### src/rtl/sdram_frame_sched.sv
// Row-granular SDRAM write/read scheduler with a two-bank ping-pong frame.
// Ports: clk/rst, FIFO levels, req/grant/done/break per side, row/bank
//   addresses, frame_ready (sticky) and busy.
module sdram_frame_sched #(
  parameter int ROW_W      = 13,
  parameter int LVL_W      = 10,
  parameter int FRAME_ROWS = 300,
  parameter int WR_THRESH  = 256,
  parameter int RD_LOW     = 128
) (
  input  logic             clk,
  input  logic             rst,
  input  logic [LVL_W-1:0] wfifo_level,
  input  logic [LVL_W-1:0] rfifo_level,
  output logic             w_req,
  input  logic             w_en,
  input  logic             w_done,
  input  logic             w_break,
  output logic             r_req,
  input  logic             r_en,
  input  logic             r_done,
  input  logic             r_break,
  output logic [ROW_W-1:0] w_row,
  output logic [1:0]       w_bank,
  output logic [ROW_W-1:0] r_row,
  output logic [1:0]       r_bank,
  output logic             frame_ready,
  output logic             busy
);

  typedef enum logic [2:0] {
    IDLE,
    W_PEND,
    W_BUSY,
    R_PEND,
    R_BUSY
  } state_e;

  localparam logic [ROW_W-1:0] LAST_ROW =
    ROW_W'(FRAME_ROWS - 1);
  localparam logic [LVL_W-1:0] WR_TH =
    LVL_W'(WR_THRESH);
  localparam logic [LVL_W-1:0] RD_TH =
    LVL_W'(RD_LOW);

  state_e           state_q, state_d;
  // 1 = last completed transaction was a write
  logic             last_wr_q, last_wr_d;
  logic [ROW_W-1:0] w_row_q, w_row_d;
  logic [ROW_W-1:0] r_row_q, r_row_d;
  logic             w_bank_q, w_bank_d;
  logic             r_bank_q, r_bank_d;
  logic             frame_ready_q, frame_ready_d;
  logic             w_req_q, w_req_d;
  logic             r_req_q, r_req_d;
  logic             busy_q, busy_d;
  logic             wr_ok, rd_ok;

  always_comb begin
    state_d       = state_q;
    last_wr_d     = last_wr_q;
    w_row_d       = w_row_q;
    r_row_d       = r_row_q;
    w_bank_d      = w_bank_q;
    r_bank_d      = r_bank_q;
    frame_ready_d = frame_ready_q;

    wr_ok = wfifo_level >= WR_TH;
    rd_ok = frame_ready_q &&
            (rfifo_level <= RD_TH);

    unique case (state_q)
      IDLE: begin
        // tie goes to the side not served last
        if (wr_ok && (!rd_ok || !last_wr_q))
          state_d = W_PEND;
        else if (rd_ok)
          state_d = R_PEND;
      end
      W_PEND: begin
        if (w_en) state_d = W_BUSY;
      end
      R_PEND: begin
        if (r_en) state_d = R_BUSY;
      end
      W_BUSY: begin
        if (w_done) begin
          state_d   = IDLE;
          last_wr_d = 1'b1;
          if (w_row_q == LAST_ROW) begin
            w_row_d       = '0;
            w_bank_d      = ~w_bank_q;
            frame_ready_d = 1'b1;
            // first frame: reader starts on the
            // bank that was just filled
            if (!frame_ready_q)
              r_bank_d = w_bank_q;
          end else begin
            w_row_d = w_row_q + 1'b1;
          end
        end else if (w_break) begin
          state_d = IDLE;
        end
      end
      R_BUSY: begin
        if (r_done) begin
          state_d   = IDLE;
          last_wr_d = 1'b0;
          if (r_row_q == LAST_ROW) begin
            r_row_d = '0;
            // latest complete frame is the bank
            // the writer is not currently using
            r_bank_d = ~w_bank_q;
          end else begin
            r_row_d = r_row_q + 1'b1;
          end
        end else if (r_break) begin
          state_d = IDLE;
        end
      end
      default: state_d = IDLE;
    endcase

    w_req_d = (state_d == W_PEND);
    r_req_d = (state_d == R_PEND);
    busy_d  = (state_d != IDLE);
  end

  always_ff @(posedge clk) begin
    if (rst) begin
      state_q       <= IDLE;
      last_wr_q     <= 1'b0;
      w_row_q       <= '0;
      r_row_q       <= '0;
      w_bank_q      <= 1'b0;
      r_bank_q      <= 1'b0;
      frame_ready_q <= 1'b0;
      w_req_q       <= 1'b0;
      r_req_q       <= 1'b0;
      busy_q        <= 1'b0;
    end else begin
      state_q       <= state_d;
      last_wr_q     <= last_wr_d;
      w_row_q       <= w_row_d;
      r_row_q       <= r_row_d;
      w_bank_q      <= w_bank_d;
      r_bank_q      <= r_bank_d;
      frame_ready_q <= frame_ready_d;
      w_req_q       <= w_req_d;
      r_req_q       <= r_req_d;
      busy_q        <= busy_d;
    end
  end

  assign w_req       = w_req_q;
  assign r_req       = r_req_q;
  assign w_row       = w_row_q;
  assign r_row       = r_row_q;
  assign w_bank      = {1'b0, w_bank_q};
  assign r_bank      = {1'b0, r_bank_q};
  assign frame_ready = frame_ready_q;
  assign busy        = busy_q;

endmodule

### config.mk
export PLATFORM = sky130hd
export DESIGN_NAME = sdram_frame_sched
export DESIGN_NICKNAME = d
export VERILOG_FILES = /design/src/rtl/sdram_frame_sched.sv
export SDC_FILE = /design/constraint.sdc
export NUM_CORES = 1
export LEC_CHECK = 0
export BUFFER_PORTS_ARGS = -buffer_cell sky130_fd_sc_hd__buf_2
export CORE_ASPECT_RATIO = 0.9
export CORE_UTILIZATION = 54
export DETAILED_ROUTE_END_ITERATION = 10
export PLACE_DENSITY = 0.85
export SLEW_MARGIN = 20
export SYNTH_ARGS = -nofsm -noshare
export SYNTH_HDL_FRONTEND = slang
export SYNTH_SLANG_ARGS = --single-unit
### constraint.sdc
create_clock -name clk -period 3.1 [get_ports clk]
set_input_delay 0.155 -clock clk [delete_from_list [all_inputs] [get_ports clk]]
set_output_delay 0.155 -clock clk [all_outputs]
set_load 0.005 [all_outputs]
==> results of run 1 <==
==> stage by stage <==
step	utilization	worst slack, ps	std cells	total power [W]
finish	0.684	1260	294	0.000875
global route	0.684	1140	294	0.000906
CTS	0.684	1260	294	0.000880
detailed placement	0.655	1280	286	0.000543
global placement	0.655	1320	286	0.000541
floorplan	-	1520	203	0.000526
==> cell usage after synthesis (3+ instances only) <==
cell,count,area share
sky130_fd_sc_hd__nor2_1,37,0.075
sky130_fd_sc_hd__dfxtp_1,36,0.39
sky130_fd_sc_hd__nand2_1,14,0.028
sky130_fd_sc_hd__xor2_1,14,0.066
sky130_fd_sc_hd__xnor2_1,11,0.052
sky130_fd_sc_hd__nand4_1,7,0.024
sky130_fd_sc_hd__nor3_1,7,0.019
sky130_fd_sc_hd__buf_4,6,0.024
sky130_fd_sc_hd__a21oi_1,5,0.014
sky130_fd_sc_hd__nand3_1,5,0.014
sky130_fd_sc_hd__buf_6,4,0.024
sky130_fd_sc_hd__nor4b_1,4,0.019
sky130_fd_sc_hd__inv_1,3,0.0061
sky130_fd_sc_hd__nor2b_1,3,0.010
==> path summary, 6_finish.rpt <==
path / endpoint / cells after the start / slack, ps / startpoint
worst max register to register: w_row[7]$_SDFFE_PP0P_ / 5 / 1260 / state_q[1]$_SDFF_PP0_
worst max-delay path: w_row[7]$_SDFFE_PP0P_ / 5 / 1260 / state_q[1]$_SDFF_PP0_
worst min-delay path: frame_ready$_SDFFE_PP0P_ / 2 / 110 / rst
worst min register to register: r_bank_q$_SDFFE_PP0P_ / 2 / 510 / r_bank_q$_SDFFE_PP0P_
==> layout make-up <==
class	count	area, um^2
Multi-Input combinational cell	153	1020
Fill cell	263	998
Sequential cell	36	721
Timing Repair Buffer	52	263
Clock buffer	6	82.6
Tap cell	42	52.6
Inverter	3	11.3
Clock inverter	2	10.0
==> routing by layer <==
metal | share of wire | track usage
met3 | 0.055 | 0.0560
met1 | 0.47 | 0.267
met4 | 0.011 | 0.0877
met2 | 0.47 | 0.348
met5 | 0 | 0
==> kinds of logic (layout without fill, tap and decap cells) <==
kind of cell,Yosys count,count (layout)
adders and majority gates,2,2
DFF,36,36
and+or+nand+nor,105,105
buffers and inverters,14,63
other,1,2
muxes,1,1
xor gates and xnor gates,25,25
AOI/OAI and AO/OA,18,18
==> registers in the layout (all words and copies together), names as in the netlist <==
register / flops
last_wr_q: 1
w_row: 13
busy: 1
w_req: 1
r_bank_q: 1
state_q: 3
frame_ready: 1
w_bank_q: 1
r_req: 1
r_row: 13
==> where the power goes <==
group | total, W | switching, W | internal [W]
combinational | 0.0000545 | 0.0000273 | 0.0000272
sequential | 0.000478 | 0.00000802 | 0.000470
clock | 0.000343 | 0.000166 | 0.000177
total | 0.000875 | 0.000201 | 0.000674
==> impl_results.rst, run 1 <==
.. list-table::
   :header-rows: 1

   * - Metric
     - Value
   * - Run status
     - finished, final reports clean
   * - Worst hold-check path type
     - primary input to flop
   * - Setup TNS
     - 0 ps
   * - Leading cell type in the layout, fill and taps excluded
     - sky130_fd_sc_hd__buf_2
   * - Gate family responsible for the most delay along the worst path
     - simple AND/OR/NAND/NOR gates
   * - Critical-path maximum fanout
     - 13
   * - Gpl congestion
     - 0.830
   * - Violation count after the first detailed-route iteration
     - 77
   * - Period Utilization, post-route
     - 0.594
   * - # rows
     - 19
   * - Detailed-route via count
     - 1575
   * - Fin nets
     - 281
   * - Number of antenna repair diodes
     - 0
   * - #FFs+latches synth
     - 36
   * - Detailed placer's ending HPWL
     - 2.60 mm
   * - Sort of element at the start of the critical path
     - flop
   * - CP Cell Sequence
     - and4bb_1, nand2_2, nor3_4, or2_4, nor2_1
   * - Number of detailed-route iterations in the first pass
     - 4
   * - Width of the die
     - 63.6 um
   * - Synth Area in Adders
     - 0.0136
   * - Combinational family with the most area after synthesis
     - simple AND/OR/NAND/NOR gates
   * - Clock Latency Late Sink
     - a little under 300 ps
   * - Worst-case headroom to the max-slew limit
     - 0.662
   * - Post-synthesis instance area
     - 0.00185 mm^2
   * - Antenna violations before repair
     - 0
   * - Critical path data arrival time
     - 2030 ps
   * - Average instance area after synthesis
     - 9.14 um^2
   * - Via count of the first global-routing pass
     - 1388
   * - Post-route standard cell area excluding fillers
     - 0.00216 mm^2
   * - Number of post-CTS setup repair buffers
     - 0
   * - I/O pin count
     - 62
   * - Synth-to-Final Area Change
     - 17.1%
   * - Residual DRC
     - 0
   * - Worst EP required
     - 3280 ps
   * - Clock-pin slew of the registers on the worst-case setup and hold paths
     - 70 ps
   * - Proportion of synthesized chip area in sequential cells
     - 0.390
   * - Count of clock tree sinks
     - 36
   * - Share of flip-flops with an asynchronous set or reset after synthesis
     - 0
   * - Share of post-route cells with drive strength above 1
     - 0.286
   * - Final Critical Period
     - 1840 ps
   * - Placeable core area
     - 0.00316 mm^2
   * - Yosys warning total
     - 0
   * - Die extent in y
     - around 57 um
   * - Number of max-slew violations in the final report
     - 0
   * - Slowest library cell on the worst path
     - sky130_fd_sc_hd__dfxtp_1
   * - Maximum number of pins on one net before global-route repair
     - 14
   * - Post-place instance area
     - just over 0.002 mm^2
   * - Number of enable flip-flop cells after synthesis
     - 0
   * - Total gr overflow
     - 0
   * - Worst vdd ir
     - around 300 uV
   * - Number of violations of the max-capacitance limit
     - 0
   * - Number of distinct library cells after synthesis
     - 50
   * - Routed Wire Length
     - 3.65 mm
   * - Global-route wire length before repair
     - just over 6 mm
   * - P per Cell Area
     - approximately 400 mW/mm^2
   * - Per-cell routed wire length
     - about 12 um
   * - Buffer levels on the longest clock path
     - 2
   * - Critical Path End Type
     - flop
   * - RSZ-0062 raised after global routing
     - false
   * - Hold buffers post-CTS
     - 0
   * - Clock tree root driver cell
     - sky130_fd_sc_hd__clkbuf_8
   * - Worst Tran Pin Value
     - between 400 and 500 ps
   * - Number of cells produced by synthesis
     - 202
   * - Clock buffer count from CTS
     - 5
   * - Post-cts sizing count
     - 0
   * - Initial Utilization
     - 0.584
   * - Simple-gate share of the synthesized area
     - 0.344
   * - Final hold violation count
     - 0
   * - Leading cell types in the layout, fill and taps excluded
     - 51 x sky130_fd_sc_hd__buf_2, 37 x sky130_fd_sc_hd__nor2_1, 36 x sky130_fd_sc_hd__dfxtp_1, 14 x sky130_fd_sc_hd__nand2_1, 14 x sky130_fd_sc_hd__xor2_1
   * - Sum of buffers and inverters on the critical path
     - 0
   * - Mux cell area share after synthesis
     - 0.00542
   * - Xor and xnor area share after synthesis
     - 0.119
   * - Cell leakage power
     - 0.943 nW
   * - Top flip-flop cell by instance count after synthesis
     - sky130_fd_sc_hd__dfxtp_1
   * - Worst clock skew
     - around 8.6 ps
   * - H-tree depth reported by CTS
     - 2
   * - Highest attainable clock frequency
     - 543 MHz
   * - Worst slack on hold paths
     - 105 ps
   * - Slowest stage delay, CP
     - 530 ps
   * - Crit Path Class
     - flop to flop
   * - Synth Area in Compound Gates
     - 0.0684
   * - All-layer global routing usage
     - 0.213
   * - Post-route antenna net violation count
     - 0
   * - PortBufs
     - 51
   * - Total die area
     - 0.00366 mm^2
   * - Routed vias/inst
     - 5.36
   * - TritonCTS clock tree
     - yes
   * - Final setup fails
     - 0
Power figures use the tool's default switching activity.
==> run 2, diff against run 1 <==
Settings changed: CORE_UTILIZATION 54 to 50, PLACE_DENSITY 0.85 to 0.79.
Clock period 3.1 ns to 1.9 ns, I/O delays scaled along.
==> impl_results.rst, run 2 (synthesis results as in run 1) <==
.. list-table::
   :header-rows: 1

   * - Metric
     - Value
   * - Worst Setup Slack, final
     - 173 ps
   * - Placeable core area
     - 0.00345 mm^2
   * - Detailed-route via count
     - 1591
   * - Fin nets
     - 288
   * - Clock buffer count from CTS
     - 5
   * - H-tree depth reported by CTS
     - 2
   * - Gpl congestion
     - 0.855
   * - Via count of the first global-routing pass
     - 1439
   * - Worst r2r dst
     - w_row[0]$_SDFFE_PP0P_
   * - Reg2reg setup slack
     - between 150 and 200 ps
   * - Number of post-CTS setup repair buffers
     - 0
   * - Number of violations of the max-capacitance limit
     - 0
   * - Share of post-route cells with drive strength above 1
     - 0.305
   * - Residual DRC
     - 0
   * - RSZ-0062 raised after global routing
     - false
   * - Number of max-slew violations in the final report
     - 0
   * - Width of the die
     - about 66 um
   * - Start point of the critical path
     - state_q[2]$_SDFF_PP0_
   * - Detailed placer's ending HPWL
     - 2.82 mm
   * - Number of detailed-route iterations in the first pass
     - 4
   * - Leading cell types in the layout, fill and taps excluded
     - 51 x sky130_fd_sc_hd__buf_2, 37 x sky130_fd_sc_hd__nor2_1, 36 x sky130_fd_sc_hd__dfxtp_1, 14 x sky130_fd_sc_hd__nand2_1, 14 x sky130_fd_sc_hd__xor2_1
   * - Buffer levels on the longest clock path
     - 2
   * - Leading cell type in the layout, fill and taps excluded
     - sky130_fd_sc_hd__buf_2
   * - All-layer global routing usage
     - 0.209
   * - Highest attainable clock frequency
     - 579 MHz
   * - Antenna violations before repair
     - 0
   * - Clock Latency Late Sink
     - between 200 and 300 ps
   * - Number of antenna repair diodes
     - 0
   * - Critical-path maximum fanout
     - 13
   * - Worst vdd ir
     - 549 uV
   * - Worst clock skew
     - roughly 3.3 ps
   * - Per-cell routed wire length
     - approximately 12 um
   * - Count of clock tree sinks
     - 36
   * - Violation count after the first detailed-route iteration
     - 78
   * - Initial Utilization
     - 0.535
   * - Sort of element at the start of the critical path
     - flop
   * - Capturing element of the worst setup path
     - w_row[0]$_SDFFE_PP0P_
   * - Die extent in y
     - 59.7 um
   * - Switching power
     - 0.000326 W
   * - Worst hold-check path type
     - primary input to flop
   * - Crit Path Class
     - flop to flop
   * - Final setup fails
     - 0
   * - Fraction of power consumed by combinational cells
     - 0.071
   * - Worst Reg2Reg Path Length in Cells
     - 5
   * - TritonCTS clock tree
     - yes
   * - Run status
     - finished, final reports clean
   * - Portion of total power attributed to sequential cells
     - 0.541
   * - Critical Path End Type
     - flop
   * - Final Non-Filler Cells
     - 303
   * - Count of fill cells added during filler insertion
     - 308
   * - P per Cell Area
     - 645 mW/mm^2
   * - Final Critical Period
     - between 1500 and 2000 ps
   * - Post-route antenna net violation count
     - 0
   * - Post-route standard cell area excluding fillers
     - 0.00222 mm^2
   * - Startpoint of the worst-slack reg-to-reg timing path
     - state_q[2]$_SDFF_PP0_
   * - Critical path data arrival time
     - 1900 ps
   * - Period Utilization, post-route
     - 0.909
   * - Routed Wire Length
     - 3.78 mm
   * - Worst-case setup slack after placement
     - 194 ps
   * - Clock-pin slew of the registers on the worst-case setup and hold paths
     - 70 ps
   * - Routed vias/inst
     - 5.25
   * - Net switching share of the total power
     - 0.228
   * - Maximum number of pins on one net before global-route repair
     - 14
   * - Total area of sequential cells
     - 721 um^2
   * - Multi-input logic area
     - 0.00102 mm^2
   * - Clock tree root driver cell
     - sky130_fd_sc_hd__clkbuf_8
   * - Synth-to-Final Area Change
     - 20.1%
   * - # rows
     - 20
   * - Cell leakage power
     - a little under 1 nW
   * - Total gr overflow
     - 0
   * - Share of power burned in the clock network
     - 0.388
   * - Post-place instance area
     - 0.00213 mm^2
   * - Post-cts sizing count
     - 0
   * - Setup TNS
     - 0 ps
   * - Worst EP required
     - 2080 ps
   * - Design internal power
     - 0.00110 W
   * - Global-route wire length before repair
     - 6.19 mm
   * - PortBufs
     - 51
   * - Final hold violation count
     - 0
   * - Placed cells
     - 295
   * - Hold buffers post-CTS
     - 0
   * - I/O pin count
     - 62
   * - Total die area
     - 0.00394 mm^2
==> run 2: stage by stage <==
stage	hold slack, ps	total power (W)	utilization
after detailed placement	360	0.000891	0.616
after global placement	355	0.000889	0.616
after CTS	53.4	0.00145	0.642
after global routing	64.8	0.00150	0.642
after floorplan	167	0.000857	-
final	61.3	0.00143	0.642
==> run 2: routing by layer <==
metal / vias to the layer above / part of all wire / track usage
li1: 809 / - / -
met1: 730 / 0.47 / 0.256
met2: 45 / 0.45 / 0.344
met3: 7 / 0.056 / 0.0553
met4: 0 / 0.015 / 0.0912
met5: - / 0 / 0
==> run 2: layout make-up <==
class,instances,share of cell area
timing repair buffer,59,0.142
tap,44,0.0248
inverter,3,0.00508
clock inverter,2,0.00451
sequential,36,0.325
clock buffer,6,0.0372
multi-input combinational,153,0.461
==> run 2: how the worst min path moves through the flow <==
stage,start,endpoint,slack [ps],cells past startpoint
CTS,rst,frame_ready$_SDFFE_PP0P_,50,2
detailed placement,rst,frame_ready$_SDFFE_PP0P_,360,2
floorplan,rst,frame_ready$_SDFFE_PP0P_,170,1
finish,rst,last_wr_q$_SDFFE_PP0P_,60,2
global route,rst,r_bank_q$_SDFFE_PP0P_,60,2
global placement,rst,w_bank_q$_SDFFE_PP0P_,360,2
==> run 2: power by group through the flow <==
stage | logic [W] | registers, W | clock network, W
after global placement | 0.000100 | 0.000789 | 0
after detailed placement | 0.000101 | 0.000790 | 0
after CTS | 0.000102 | 0.000773 | 0.000572
after floorplan | 0.0000681 | 0.000789 | 0
final | 0.000102 | 0.000773 | 0.000555
after global routing | 0.000113 | 0.000774 | 0.000611
==> run 2: critical path, stage by stage (launching register included) <==
cell and delay [ps]:
sky130_fd_sc_hd__dfxtp_1 390, sky130_fd_sc_hd__and4bb_1 530, sky130_fd_sc_hd__nand2_2 140, sky130_fd_sc_hd__nor3_4 240, sky130_fd_sc_hd__or2_4 240, sky130_fd_sc_hd__nor2_1 70
